==> src/rtl/c2c_pkg.sv <==
// Shared definitions for the chip-to-chip link arbiter: state encoding,
// default timing constants and the rotating-priority pick function.
package c2c_pkg;

    typedef enum logic [1:0] {
        IDLE = 2'd0,
        REQ  = 2'd1,
        HOLD = 2'd2,
        SEND = 2'd3
    } state_t;

    localparam int unsigned HOLD_CYCLES_DEF    = 100_000_000;
    localparam int unsigned TIMEOUT_CYCLES_DEF = 200_000_000;

    localparam int MAX_REQ   = 8;
    localparam int IDX_MAX_W = 3;

    typedef struct packed {
        logic                 found;
        logic [IDX_MAX_W-1:0] idx;
    } pick_t;

    // Scan ptr, ptr+1, ... wrapping mod n; the lowest offset from ptr wins.
    function automatic pick_t rr_pick(input logic [MAX_REQ-1:0]   req,
                                      input logic [IDX_MAX_W-1:0] ptr,
                                      input int                   n);
        pick_t p;
        int    i;
        p = '0;
        for (int k = MAX_REQ - 1; k >= 0; k--) begin
            if (k < n) begin
                i = (int'(ptr) + k) % n;
                if (req[i[IDX_MAX_W-1:0]]) begin
                    p.found = 1'b1;
                    p.idx   = i[IDX_MAX_W-1:0];
                end
            end
        end
        return p;
    endfunction

endpackage

==> src/rtl/c2c_hold_timer.sv <==
// Down-counter that emits a single done pulse CYCLES cycles after load;
// used for the notice hold and, when enabled, the ack-wait timeout.
module c2c_hold_timer
    import c2c_pkg::*;
#(
    parameter int unsigned CYCLES = HOLD_CYCLES_DEF
) (
    input  logic clk,
    input  logic rst_n,
    input  logic load,
    output logic done
);

    localparam int W = $clog2(CYCLES + 1);

    logic [W-1:0] cnt;

    always_ff @(posedge clk) begin
        if (!rst_n) begin
            cnt <= '0;
        end else if (load) begin
            cnt <= W'(CYCLES);
        end else if (cnt != '0) begin
            cnt <= cnt - 1'b1;
        end
    end

    // Fires in the last loaded cycle so the consumer acts exactly CYCLES edges after load.
    assign done = (cnt == W'(1));

endmodule

==> src/rtl/c2c_link_arbiter.sv <==
// Rotating-priority arbiter sequencing the shared chip-to-chip link handshake.
// Optional ack-wait timeout is built when C2C_TIMEOUT_EN is defined.
module c2c_link_arbiter
    import c2c_pkg::*;
#(
    parameter int          N_REQ          = 4,
    parameter int          DATA_W         = 3,
    parameter int unsigned HOLD_CYCLES    = HOLD_CYCLES_DEF,
    parameter int unsigned TIMEOUT_CYCLES = TIMEOUT_CYCLES_DEF
) (
    input  logic                    clk,
    input  logic                    rst_n,
    input  logic [N_REQ-1:0]        req,
    input  logic [N_REQ*DATA_W-1:0] data_in,
    input  logic                    ack,
    output logic                    request2s,
    output logic                    valid,
    output logic [DATA_W-1:0]       data,
    output logic [N_REQ-1:0]        grant,
    output logic                    notice,
    output logic [N_REQ-1:0]        served,
    output logic                    err
);

    localparam int IDX_W = $clog2(N_REQ);

    state_t              state, state_nxt;
    logic [IDX_W-1:0]    ptr, ptr_nxt;
    logic [IDX_W-1:0]    owner, owner_nxt;
    logic [N_REQ-1:0]    grant_nxt, served_nxt;
    logic [DATA_W-1:0]   data_nxt;
    logic                request2s_nxt, valid_nxt, notice_nxt, err_nxt;
    logic                hold_load, hold_done;
    pick_t               pick;
    logic [IDX_W-1:0]    pick_idx;
    logic [DATA_W-1:0]   slices [N_REQ];

    for (genvar g = 0; g < N_REQ; g++) begin : g_slice
        assign slices[g] = data_in[g*DATA_W +: DATA_W];
    end

    assign pick     = rr_pick(MAX_REQ'(req), IDX_MAX_W'(ptr), N_REQ);
    assign pick_idx = IDX_W'(pick.idx);

    function automatic logic [IDX_W-1:0] next_idx(input logic [IDX_W-1:0] i);
        return (int'(i) == N_REQ - 1) ? '0 : i + 1'b1;
    endfunction

    c2c_hold_timer #(.CYCLES(HOLD_CYCLES)) u_hold (
        .clk   (clk),
        .rst_n (rst_n),
        .load  (hold_load),
        .done  (hold_done)
    );

`ifdef C2C_TIMEOUT_EN
    logic tmo_load, tmo_done;

    c2c_hold_timer #(.CYCLES(TIMEOUT_CYCLES)) u_tmo (
        .clk   (clk),
        .rst_n (rst_n),
        .load  (tmo_load),
        .done  (tmo_done)
    );
`endif

    always_comb begin
        state_nxt     = state;
        ptr_nxt       = ptr;
        owner_nxt     = owner;
        grant_nxt     = grant;
        data_nxt      = data;
        request2s_nxt = request2s;
        valid_nxt     = valid;
        notice_nxt    = notice;
        served_nxt    = '0;
        err_nxt       = 1'b0;
        hold_load     = 1'b0;
`ifdef C2C_TIMEOUT_EN
        tmo_load      = 1'b0;
`endif
        case (state)
            IDLE: begin
                if (pick.found) begin
                    owner_nxt           = pick_idx;
                    grant_nxt           = '0;
                    grant_nxt[pick_idx] = 1'b1;
                    data_nxt            = slices[pick_idx];
                    request2s_nxt       = 1'b1;
                    state_nxt           = REQ;
`ifdef C2C_TIMEOUT_EN
                    tmo_load            = 1'b1;
`endif
                end
            end
            REQ: begin
                if (ack) begin
                    request2s_nxt = 1'b0;
                    notice_nxt    = 1'b1;
                    hold_load     = 1'b1;
                    state_nxt     = HOLD;
                end
`ifdef C2C_TIMEOUT_EN
                else if (tmo_done) begin
                    request2s_nxt = 1'b0;
                    grant_nxt     = '0;
                    err_nxt       = 1'b1;
                    ptr_nxt       = next_idx(owner);
                    state_nxt     = IDLE;
                end
`endif
            end
            HOLD: begin
                if (hold_done) begin
                    notice_nxt = 1'b0;
                    valid_nxt  = 1'b1;
                    state_nxt  = SEND;
                end
            end
            SEND: begin
                if (!ack) begin
                    valid_nxt  = 1'b0;
                    grant_nxt  = '0;
                    served_nxt = grant;
                    ptr_nxt    = next_idx(owner);
                    state_nxt  = IDLE;
                end
            end
            default: begin
                state_nxt     = IDLE;
                grant_nxt     = '0;
                data_nxt      = '0;
                request2s_nxt = 1'b0;
                valid_nxt     = 1'b0;
                notice_nxt    = 1'b0;
            end
        endcase
    end

    always_ff @(posedge clk) begin
        if (!rst_n) begin
            state     <= IDLE;
            ptr       <= '0;
            owner     <= '0;
            grant     <= '0;
            data      <= '0;
            request2s <= 1'b0;
            valid     <= 1'b0;
            notice    <= 1'b0;
            served    <= '0;
            err       <= 1'b0;
        end else begin
            state     <= state_nxt;
            ptr       <= ptr_nxt;
            owner     <= owner_nxt;
            grant     <= grant_nxt;
            data      <= data_nxt;
            request2s <= request2s_nxt;
            valid     <= valid_nxt;
            notice    <= notice_nxt;
            served    <= served_nxt;
            err       <= err_nxt;
        end
    end

endmodule

==> config.mk <==
export PLATFORM = sky130hd
export DESIGN_NAME = c2c_link_arbiter
export DESIGN_NICKNAME = d
export VERILOG_FILES = /design/src/rtl/c2c_pkg.sv /design/src/rtl/c2c_hold_timer.sv /design/src/rtl/c2c_link_arbiter.sv
export SDC_FILE = /design/constraint.sdc
export NUM_CORES = 1
export LEC_CHECK = 0
export ABC_AREA = 1
export BUFFER_PORTS_ARGS = -buffer_cell sky130_fd_sc_hd__buf_2
export CAP_MARGIN = 10
export CORE_ASPECT_RATIO = 0.75
export CORE_MARGIN = 2
export CORE_UTILIZATION = 50
export CTS_BUF_LIST = sky130_fd_sc_hd__clkbuf_8
export DETAILED_ROUTE_END_ITERATION = 8
export PLACE_DENSITY = 0.71
export SYNTH_ARGS = -nofsm -noshare
export SYNTH_HDL_FRONTEND = slang
export SYNTH_SLANG_ARGS = --single-unit
==> constraint.sdc <==
create_clock -name clk -period 5.15 [get_ports clk]
set_input_delay 0.2575 -clock clk [delete_from_list [all_inputs] [get_ports clk]]
set_output_delay 0.2575 -clock clk [all_outputs]
set_load 0.03 [all_outputs]
==> impl_metrics.prom, run 1 <==
# TYPE chip_impl_metric gauge
chip_impl_info{name="outcome",value="complete, no violations"} 1
chip_impl_metric{name="tightestPinTransition",unit="ns"} 0.547
chip_impl_metric{name="drive_gt1_frac",unit=""} 0.179
chip_impl_info{name="worst_setup_path_end_kind",value="register"} 1
chip_impl_metric{name="critPathRequiredTime",unit="ns"} 5.32
chip_impl_metric{name="die_h",unit="µm"} 66.8
chip_impl_metric{name="synthesis.nets",unit=""} 416
chip_impl_info{name="crit_family",value="simple AND/OR/NAND/NOR gates"} 1
chip_impl_info{name="min-delay-path-class",value="primary input to register"} 1
chip_impl_metric{name="cts_max_path_buffers",unit=""} 2
chip_impl_metric{name="global_route.usage.met1",unit=""} 0.362
chip_impl_metric{name="headroom_to_the_max_slew_limit",unit=""} 0.633
chip_impl_metric{name="io_buffer_count",unit=""} 32
chip_impl_metric{name="start_util",unit=""} 0.528
chip_impl_metric{name="cts_resized",unit=""} 0
chip_impl_metric{name="clk_latency",unit="ns"} 0.30
chip_impl_metric{name="drt_iter0_drc",unit=""} 166
chip_impl_info{name="cp_cell_sequence",value="inv_1 > ha_1 > nand2_1 > nor2_2 > nand2_2 > nor2_4 > inv_2 > nand2_4 > nor2_1 > nand3_1 > nand2_1 > nor3b_2"} 1
chip_impl_metric{name="worst_slack",unit="ns"} 3.20
chip_impl_metric{name="synth_area",unit="µm²"} 2630
chip_impl_metric{name="grt_max_degree",unit=""} 19
chip_impl_metric{name="finalSetupViolations",unit=""} 0
chip_impl_metric{name="critPathArrivalTime",unit="ns"} 2.12
chip_impl_info{name="synthDominantAreaCellType",value="sky130_fd_sc_hd__dfxtp_1"} 1
chip_impl_metric{name="critical_path.n_buffers_inverters",unit=""} 2
chip_impl_metric{name="total_of_hold_buffers_inserted_after_clock_tree_synthesis",unit=""} 0
chip_impl_info{name="final_common_cell",value="sky130_fd_sc_hd__nand2_1"} 1
chip_impl_metric{name="sum_of_negative_setup_slack",unit="ns"} 0
chip_impl_metric{name="pin_count",unit=""} 34
chip_impl_metric{name="post_drt_wl_per_cell",unit="µm"} 12.1
chip_impl_metric{name="largest_driver_fanout_on_the_critical_path",unit=""} 7
chip_impl_metric{name="synth.ff_latch_count",unit=""} 47
chip_impl_metric{name="post-cts-setup-buffers",unit=""} 0
chip_impl_info{name="ys_dominant_reg_cell",value="sky130_fd_sc_hd__dfxtp_1"} 1
chip_impl_metric{name="cellPowerDensity",unit="nW/µm²"} 659
chip_impl_metric{name="vias",unit=""} 2522
chip_impl_metric{name="std_cell_rows",unit=""} 22
chip_impl_info{name="worst_path_max_delay_cell",value="sky130_fd_sc_hd__dfxtp_1"} 1
chip_impl_metric{name="postRouteWirelength",unit="mm"} 6.00
chip_impl_metric{name="synthesis.instances",unit=""} 389
chip_impl_metric{name="timing_hold_violations_final",unit=""} 0
chip_impl_metric{name="die_footprint",unit="µm²"} 5860
chip_impl_metric{name="timing.critical_path.slowest_cell_delay",unit="ns"} 0.36
chip_impl_metric{name="grt-ovfl-total",unit=""} 0
chip_impl_metric{name="post_layout_nonfiller_instances",unit=""} 496
chip_impl_metric{name="yosysSeqAreaShare",unit=""} 0.358
chip_impl_metric{name="drt.antenna.violating_nets",unit=""} 0
chip_impl_metric{name="drt_first_pass_iters",unit=""} 5
chip_impl_metric{name="multi_input_area",unit="µm²"} 1470
chip_impl_metric{name="floorplan.die.width",unit="µm"} 87.7
chip_impl_metric{name="regArea",unit="µm²"} 941
chip_impl_metric{name="finalCritPeriodShare",unit=""} 0.379
chip_impl_info{name="path_type_of_the_worst_setup_path",value="register to register"} 1
chip_impl_metric{name="grt_first_pass_wirelength",unit="mm"} 10.5
chip_impl_metric{name="number_of_global_route_vias_before_repair",unit=""} 2268
chip_impl_metric{name="grtUsageMet3",unit=""} 0.0409
chip_impl_info{name="crit_path_launch_type",value="register"} 1
chip_impl_metric{name="antenna_violations_before_repair",unit=""} 0
chip_impl_metric{name="max-vdd-ir-drop",unit="mV"} 0.297
chip_impl_metric{name="flow.area_growth_from_synthesis",unit="%"} 11.5
chip_impl_metric{name="synth_area_per_cell",unit="µm²"} 6.76
chip_impl_metric{name="dp.final_hpwl",unit="mm"} 4.65
chip_impl_metric{name="synth-warning-count",unit=""} 0
chip_impl_metric{name="cts_buffers",unit=""} 5
chip_impl_metric{name="placedCellCount",unit=""} 488
chip_impl_metric{name="drt_drc_violations_left",unit=""} 0
chip_impl_metric{name="fin_crit",unit="ns"} 1.95
chip_impl_metric{name="via_per_inst",unit=""} 5.08
chip_impl_metric{name="routabilityCongestion",unit=""} 0.871
chip_impl_metric{name="synth-async-reset-ratio",unit=""} 0
chip_impl_metric{name="clkSlewWorstSetupHoldPaths",unit="ns"} 0.09
chip_impl_info{name="tritoncts",value="built"} 1
chip_impl_info{name="critical-path-top-cell-by-count",value="sky130_fd_sc_hd__nand2_1"} 1
chip_impl_metric{name="grt.total_usage",unit=""} 0.227
chip_impl_metric{name="antenna_cells",unit=""} 0
chip_impl_info{name="synth.area.top_cells",value="sky130_fd_sc_hd__dfxtp_1, sky130_fd_sc_hd__nand2_1, sky130_fd_sc_hd__nor2_1"} 1
chip_impl_info{name="grt.busiest_layer",value="met1"} 1
chip_impl_metric{name="cts_max_level",unit=""} 2
chip_impl_metric{name="static-leakage-power",unit="µW"} 0.00139
chip_impl_info{name="ctsRootBufferMaster",value="sky130_fd_sc_hd__clkbuf_8"} 1
chip_impl_metric{name="final_max_slew_violation_count",unit=""} 0
chip_impl_metric{name="place_ws",unit="ns"} 3.24
chip_impl_metric{name="num-fill-cells",unit=""} 510
chip_impl_metric{name="cts_sinks",unit=""} 47
chip_impl_metric{name="post-synth-top-area-fraction",unit=""} 0.358
chip_impl_metric{name="finalClockSkew",unit="ns"} 0.00945
chip_impl_metric{name="finish.net_count",unit=""} 450
chip_impl_metric{name="groute.layer.met2.usage",unit=""} 0.313
chip_impl_metric{name="max_cap_violations",unit=""} 0
chip_impl_metric{name="core_region_area",unit="µm²"} 4980
chip_impl_info{name="rsz0062_at_grt",value="false"} 1
chip_impl_metric{name="synth-edff-count",unit=""} 0
chip_impl_metric{name="fmax",unit="MHz"} 513
chip_impl_info{name="mostFrequentLayoutCells",value="sky130_fd_sc_hd__nand2_1, sky130_fd_sc_hd__nor2_1, sky130_fd_sc_hd__dfxtp_1"} 1
chip_impl_metric{name="post_synth_num_cell_types",unit=""} 37
[cells in the mapped netlist (2+ instances only)]
cell type and n:
sky130_fd_sc_hd__nand2_4 4, sky130_fd_sc_hd__clkbuf_1 3, sky130_fd_sc_hd__o211ai_1 2, sky130_fd_sc_hd__inv_1 39
sky130_fd_sc_hd__nand2_2 6, sky130_fd_sc_hd__nand4_1 10, sky130_fd_sc_hd__dfxtp_1 47, sky130_fd_sc_hd__nor3_1 7
sky130_fd_sc_hd__o21ai_0 18, sky130_fd_sc_hd__xor2_1 3, sky130_fd_sc_hd__or2_1 3, sky130_fd_sc_hd__nor2_1 56
sky130_fd_sc_hd__or3_1 2, sky130_fd_sc_hd__nor2_2 9, sky130_fd_sc_hd__nand2_1 81, sky130_fd_sc_hd__nand3_1 26
sky130_fd_sc_hd__ha_1 8, sky130_fd_sc_hd__inv_2 9, sky130_fd_sc_hd__a31oi_1 5, sky130_fd_sc_hd__a21oi_1 31
sky130_fd_sc_hd__nand3_2 3, sky130_fd_sc_hd__o21ai_1 2
[where the power goes]
part / switching [µW] / internal (µW)
Clock: 121 / 91.6
Combinational: 725 / 371
Sequential: 122 / 500
Total: 968 / 963
[final cells by class]
type | instances | area share
multi-input combinational | 287 | 0.501
sequential | 47 | 0.321
inverter | 50 | 0.0649
timing repair buffer | 32 | 0.0546
tap | 72 | 0.0307
clock buffer | 5 | 0.0235
clock inverter | 3 | 0.00427
[registers in the layout, summed over array words and instances, names as in the netlist, 2 cells and up]
signal	cells
grant	4
state	2
u_hold.cnt	27
ptr	2
owner	2
data	3
served	4
[worst reg2reg max path, delay by kind of cell (launching register included)]
family | cells | cell delay, ns
AND/OR/NAND/NOR | 9 | 1.05
flip-flops | 1 | 0.36
buffers and inverters | 2 | 0.22
adder cells (fa/ha/maj) | 1 | 0.19
[path summary, 6_finish.rpt]
path              slack (ns)             end          start  depth (start not counted)
setup / recovery        3.20  u_hold.cnt[25]  u_hold.cnt[0]                         12
hold / removal          0.29         data[2]     data_in[5]                          5
setup reg to reg        3.20  u_hold.cnt[25]  u_hold.cnt[0]                         12
hold reg to reg         0.45       served[3]       grant[3]                          2
[through the flow]
stage	area (µm²)	power [µW]	hold WS [ns]	utilization
floorplan	2630	1470	0.458	-
global placement	2850	1690	0.436	0.572
detailed placement	2850	1710	0.440	0.572
CTS	2930	1920	0.281	0.588
global route	2930	2120	0.301	0.588
finish	2930	1930	0.290	0.588
[logic make-up (layout without fill, tap and decap cells)]
group                    after synthesis  count (layout)  share of synthesized area
AO/OA/AOI/OAI                         62              62                      0.127
XOR/XNOR                               4               4                     0.0133
adder cells (fa/ha/maj)                8               8                     0.0381
buffers and inverters                 55              90                     0.0837
flip-flops                            47              47                      0.358
other                                  1               1                    0.00143
AND/OR/NAND/NOR                      212             212                      0.379
[layer usage]
layer / up-vias / part of all wire
met5: - / 0
met4: 0 / 0.0077
met3: 6 / 0.049
met2: 70 / 0.38
met1: 1119 / 0.56
li1: 1327 / -
Note: power is estimated with default switching activity, not from simulation.
==> run 2: changes to the inputs <==
--- a/config.mk
+++ b/config.mk
@@ -13,7 +13,7 @@
 export CORE_UTILIZATION = 50
 export CTS_BUF_LIST = sky130_fd_sc_hd__clkbuf_8
 export DETAILED_ROUTE_END_ITERATION = 8
-export PLACE_DENSITY = 0.71
+export PLACE_DENSITY = 0.73
 export SYNTH_ARGS = -nofsm -noshare
 export SYNTH_HDL_FRONTEND = slang
 export SYNTH_SLANG_ARGS = --single-unit
==> constraint.sdc (replaced) <==
create_clock -name clk -period 1.64 [get_ports clk]
set_input_delay 0.082 -clock clk [delete_from_list [all_inputs] [get_ports clk]]
set_output_delay 0.082 -clock clk [all_outputs]
set_load 0.03 [all_outputs]
==> impl_metrics.prom, run 2 (same netlist as run 1, synthesis figures left out) <==
# TYPE chip_impl_metric gauge
chip_impl_info{name="outcome",value="finished, violations left"} 1
chip_impl_info{name="failed_checks",value="setup timing"} 1
chip_impl_metric{name="cts_buffers",unit=""} 5
chip_impl_info{name="largest_registers",value="u_hold.cnt x27, grant x4, served x4"} 1
chip_impl_metric{name="drive_gt1_frac",unit=""} 0.449
chip_impl_metric{name="cts_sinks",unit=""} 47
chip_impl_metric{name="total_of_hold_buffers_inserted_after_clock_tree_synthesis",unit=""} 0
chip_impl_metric{name="antenna_violations_before_repair",unit=""} 0
chip_impl_metric{name="cts_max_level",unit=""} 2
chip_impl_info{name="path_type_of_the_worst_setup_path",value="register to register"} 1
chip_impl_metric{name="critPathRequiredTime",unit="ns"} 1.82
chip_impl_metric{name="number_of_global_route_vias_before_repair",unit=""} 2458
chip_impl_metric{name="grt.total_usage",unit=""} 0.245
chip_impl_metric{name="clk_latency",unit="ns"} 0.31
chip_impl_info{name="crit_path_launch_type",value="register"} 1
chip_impl_metric{name="post_drt_wl_per_cell",unit="µm"} 13.4
chip_impl_info{name="grt.busiest_layer",value="met2"} 1
chip_impl_info{name="rsz0062_at_grt",value="true"} 1
chip_impl_metric{name="pin_count",unit=""} 34
chip_impl_metric{name="grt_first_pass_wirelength",unit="mm"} 11.1
chip_impl_metric{name="via_per_inst",unit=""} 5.30
chip_impl_metric{name="internal_power",unit="µW"} 4430
chip_impl_info{name="worst_r2r_src",value="u_hold.cnt[1]"} 1
chip_impl_info{name="min_from",value="data_in[5]"} 1
chip_impl_info{name="worst_setup_path_end_kind",value="register"} 1
chip_impl_metric{name="fin_crit",unit="ns"} 1.68
chip_impl_metric{name="postRouteWirelength",unit="mm"} 7.52
chip_impl_metric{name="dp.final_hpwl",unit="mm"} 4.89
chip_impl_metric{name="die_footprint",unit="µm²"} 5860
chip_impl_info{name="min-delay-path-class",value="primary input to register"} 1
chip_impl_metric{name="routabilityCongestion",unit=""} 0.892
chip_impl_metric{name="grtUsageMet3",unit=""} 0.0595
chip_impl_metric{name="sum_of_negative_setup_slack",unit="ns"} -0.200
chip_impl_info{name="setup.worst_path.start",value="u_hold.cnt[1]"} 1
chip_impl_info{name="max_flop_register",value="u_hold.cnt"} 1
chip_impl_metric{name="drt.antenna.violating_nets",unit=""} 0
chip_impl_metric{name="finalCritPeriodShare",unit=""} 1.03
chip_impl_metric{name="finalPower",unit="µW"} 8530
chip_impl_metric{name="clkSlewWorstSetupHoldPaths",unit="ns"} 0.09
chip_impl_metric{name="start_util",unit=""} 0.528
chip_impl_metric{name="worst_slack",unit="ns"} -0.0431
chip_impl_metric{name="max_cap_violations",unit=""} 0
chip_impl_metric{name="critPathArrivalTime",unit="ns"} 1.86
chip_impl_metric{name="cellPowerDensity",unit="nW/µm²"} 2220
chip_impl_metric{name="grt_max_degree",unit=""} 19
chip_impl_metric{name="flow.area_growth_from_synthesis",unit="%"} 45.8
chip_impl_metric{name="die_h",unit="µm"} 66.8
chip_impl_metric{name="vias",unit=""} 2966
chip_impl_metric{name="groute.layer.met2.usage",unit=""} 0.365
chip_impl_metric{name="fmax",unit="MHz"} 594
chip_impl_metric{name="final_max_slew_violation_count",unit=""} 0
chip_impl_metric{name="finish.net_count",unit=""} 514
chip_impl_metric{name="p_sw_frac",unit=""} 0.481
chip_impl_metric{name="share_of_total_power_in_sequential_cells",unit=""} 0.236
chip_impl_metric{name="global_route.usage.met1",unit=""} 0.352
chip_impl_metric{name="max-vdd-ir-drop",unit="mV"} 1.18
chip_impl_metric{name="antenna_cells",unit=""} 0
chip_impl_metric{name="std_cell_rows",unit=""} 22
chip_impl_metric{name="static-leakage-power",unit="µW"} 0.00176
chip_impl_metric{name="reg2reg_setup_slack",unit="ns"} -0.04
chip_impl_metric{name="finalSetupViolations",unit=""} 7
chip_impl_info{name="tritoncts",value="built"} 1
chip_impl_metric{name="cts_max_path_buffers",unit=""} 2
chip_impl_info{name="ctsRootBufferMaster",value="sky130_fd_sc_hd__clkbuf_8"} 1
chip_impl_metric{name="place_ws",unit="ns"} -0.128
chip_impl_metric{name="fin_worst_hold_slack",unit="ns"} 0.0940
chip_impl_metric{name="worst_hold_path.num_cells",unit=""} 5
chip_impl_info{name="final_common_cell",value="sky130_fd_sc_hd__nand2_1"} 1
chip_impl_metric{name="power_switching",unit="µW"} 4100
chip_impl_metric{name="power.combinational.fraction",unit=""} 0.683
chip_impl_metric{name="largest_driver_fanout_on_the_critical_path",unit=""} 5
chip_impl_metric{name="floorplan.die.width",unit="µm"} 87.7
chip_impl_metric{name="largest_register_ff_count",unit=""} 27
chip_impl_metric{name="core_region_area",unit="µm²"} 4980
chip_impl_metric{name="worst_r2r_path_depth",unit=""} 11
chip_impl_metric{name="drt_drc_violations_left",unit=""} 0
chip_impl_metric{name="p_clk_frac",unit=""} 0.081
chip_impl_metric{name="drt_first_pass_iters",unit=""} 5
chip_impl_info{name="mostFrequentLayoutCells",value="sky130_fd_sc_hd__nand2_1, sky130_fd_sc_hd__buf_4, sky130_fd_sc_hd__nor2_1"} 1
chip_impl_metric{name="timing_hold_violations_final",unit=""} 0
chip_impl_metric{name="finalClockSkew",unit="ns"} 0.00645
chip_impl_metric{name="grt-ovfl-total",unit=""} 0
chip_impl_metric{name="io_buffer_count",unit=""} 32
chip_impl_metric{name="drt_iter0_drc",unit=""} 208
-- run 2: cell types whose count changed in the layout (fill, tap and decap cells not counted), moves of 7 or more --
cell | previous run | this run
sky130_fd_sc_hd__nor2_1 | 56 | 38
sky130_fd_sc_hd__buf_4 | 0 | 57
sky130_fd_sc_hd__nand3_1 | 26 | 19
sky130_fd_sc_hd__nand2_1 | 81 | 60
sky130_fd_sc_hd__nor2_4 | 1 | 12
sky130_fd_sc_hd__dfxtp_1 | 47 | 34
sky130_fd_sc_hd__nor2_2 | 9 | 16
sky130_fd_sc_hd__dfxtp_2 | 0 | 10
sky130_fd_sc_hd__nand2_2 | 6 | 21
-- run 2: routing by layer --
| layer | vias to the layer above | share of wire |
|---|---|---|
| met3 | 27 | 0.070 |
| met1 | 1374 | 0.46 |
| met2 | 102 | 0.45 |
| li1 | 1463 | - |
| met4 | 0 | 0.021 |
| met5 | - | 0 |
-- run 2: what timing repair did --
item	CTS	global route
setup endpoints to repair	17	39
pin swaps	16	50
buffers inserted	9	20
gates resized for setup	21	102
cloned	0	1
-- run 2: per-stage QoR --
| stage | instance area (µm²) | utilization | instances |
|---|---|---|---|
| 5_1_grt | 3830 | 0.769 | 560 |
| 4_1_cts | 3320 | 0.666 | 539 |
| 6_report | 3830 | 0.769 | 560 |
| 2_1_floorplan | 2630 | - | 389 |
| 3_3_place_gp | 3110 | 0.624 | 522 |
| 3_5_place_dp | 3110 | 0.624 | 522 |
-- run 2: worst paths after layout --
check,endpoint
hold / removal,data[2]
hold reg to reg,served[3]
setup reg to reg,u_hold.cnt[1]
setup / recovery,u_hold.cnt[1]
-- run 2: area by class of cell --
type                       count  area [µm²]
multi-input combinational    288        1820
fill                         353        1150
sequential                    47         965
timing repair buffer          95         656
inverter                      50         214
tap                           72        90.1
clock buffer                   5        68.8
clock inverter                 3        16.3
-- run 2: critical path, stage by stage, from the launching register on --
cell and delay, ns:
sky130_fd_sc_hd__dfxtp_2 0.34, sky130_fd_sc_hd__inv_2 0.08, sky130_fd_sc_hd__ha_4 0.15, sky130_fd_sc_hd__nand2_4 0.06, sky130_fd_sc_hd__nor2_4 0.14, sky130_fd_sc_hd__nand2_4 0.08
sky130_fd_sc_hd__nor2_4 0.20, sky130_fd_sc_hd__inv_4 0.09, sky130_fd_sc_hd__buf_4 0.14, sky130_fd_sc_hd__buf_4 0.14, sky130_fd_sc_hd__nor2_2 0.09, sky130_fd_sc_hd__a211oi_2 0.04
-- run 2: power by group through the flow --
stage / Clock [µW] / Sequential, µW / Combinational, µW
6_report: 691 / 2010 / 5820
5_1_grt: 747 / 2050 / 6360
4_1_cts: 691 / 1910 / 4550
3_5_place_dp: 0 / 1900 / 4120
3_3_place_gp: 0 / 1890 / 4060
2_1_floorplan: 0 / 2040 / 2590
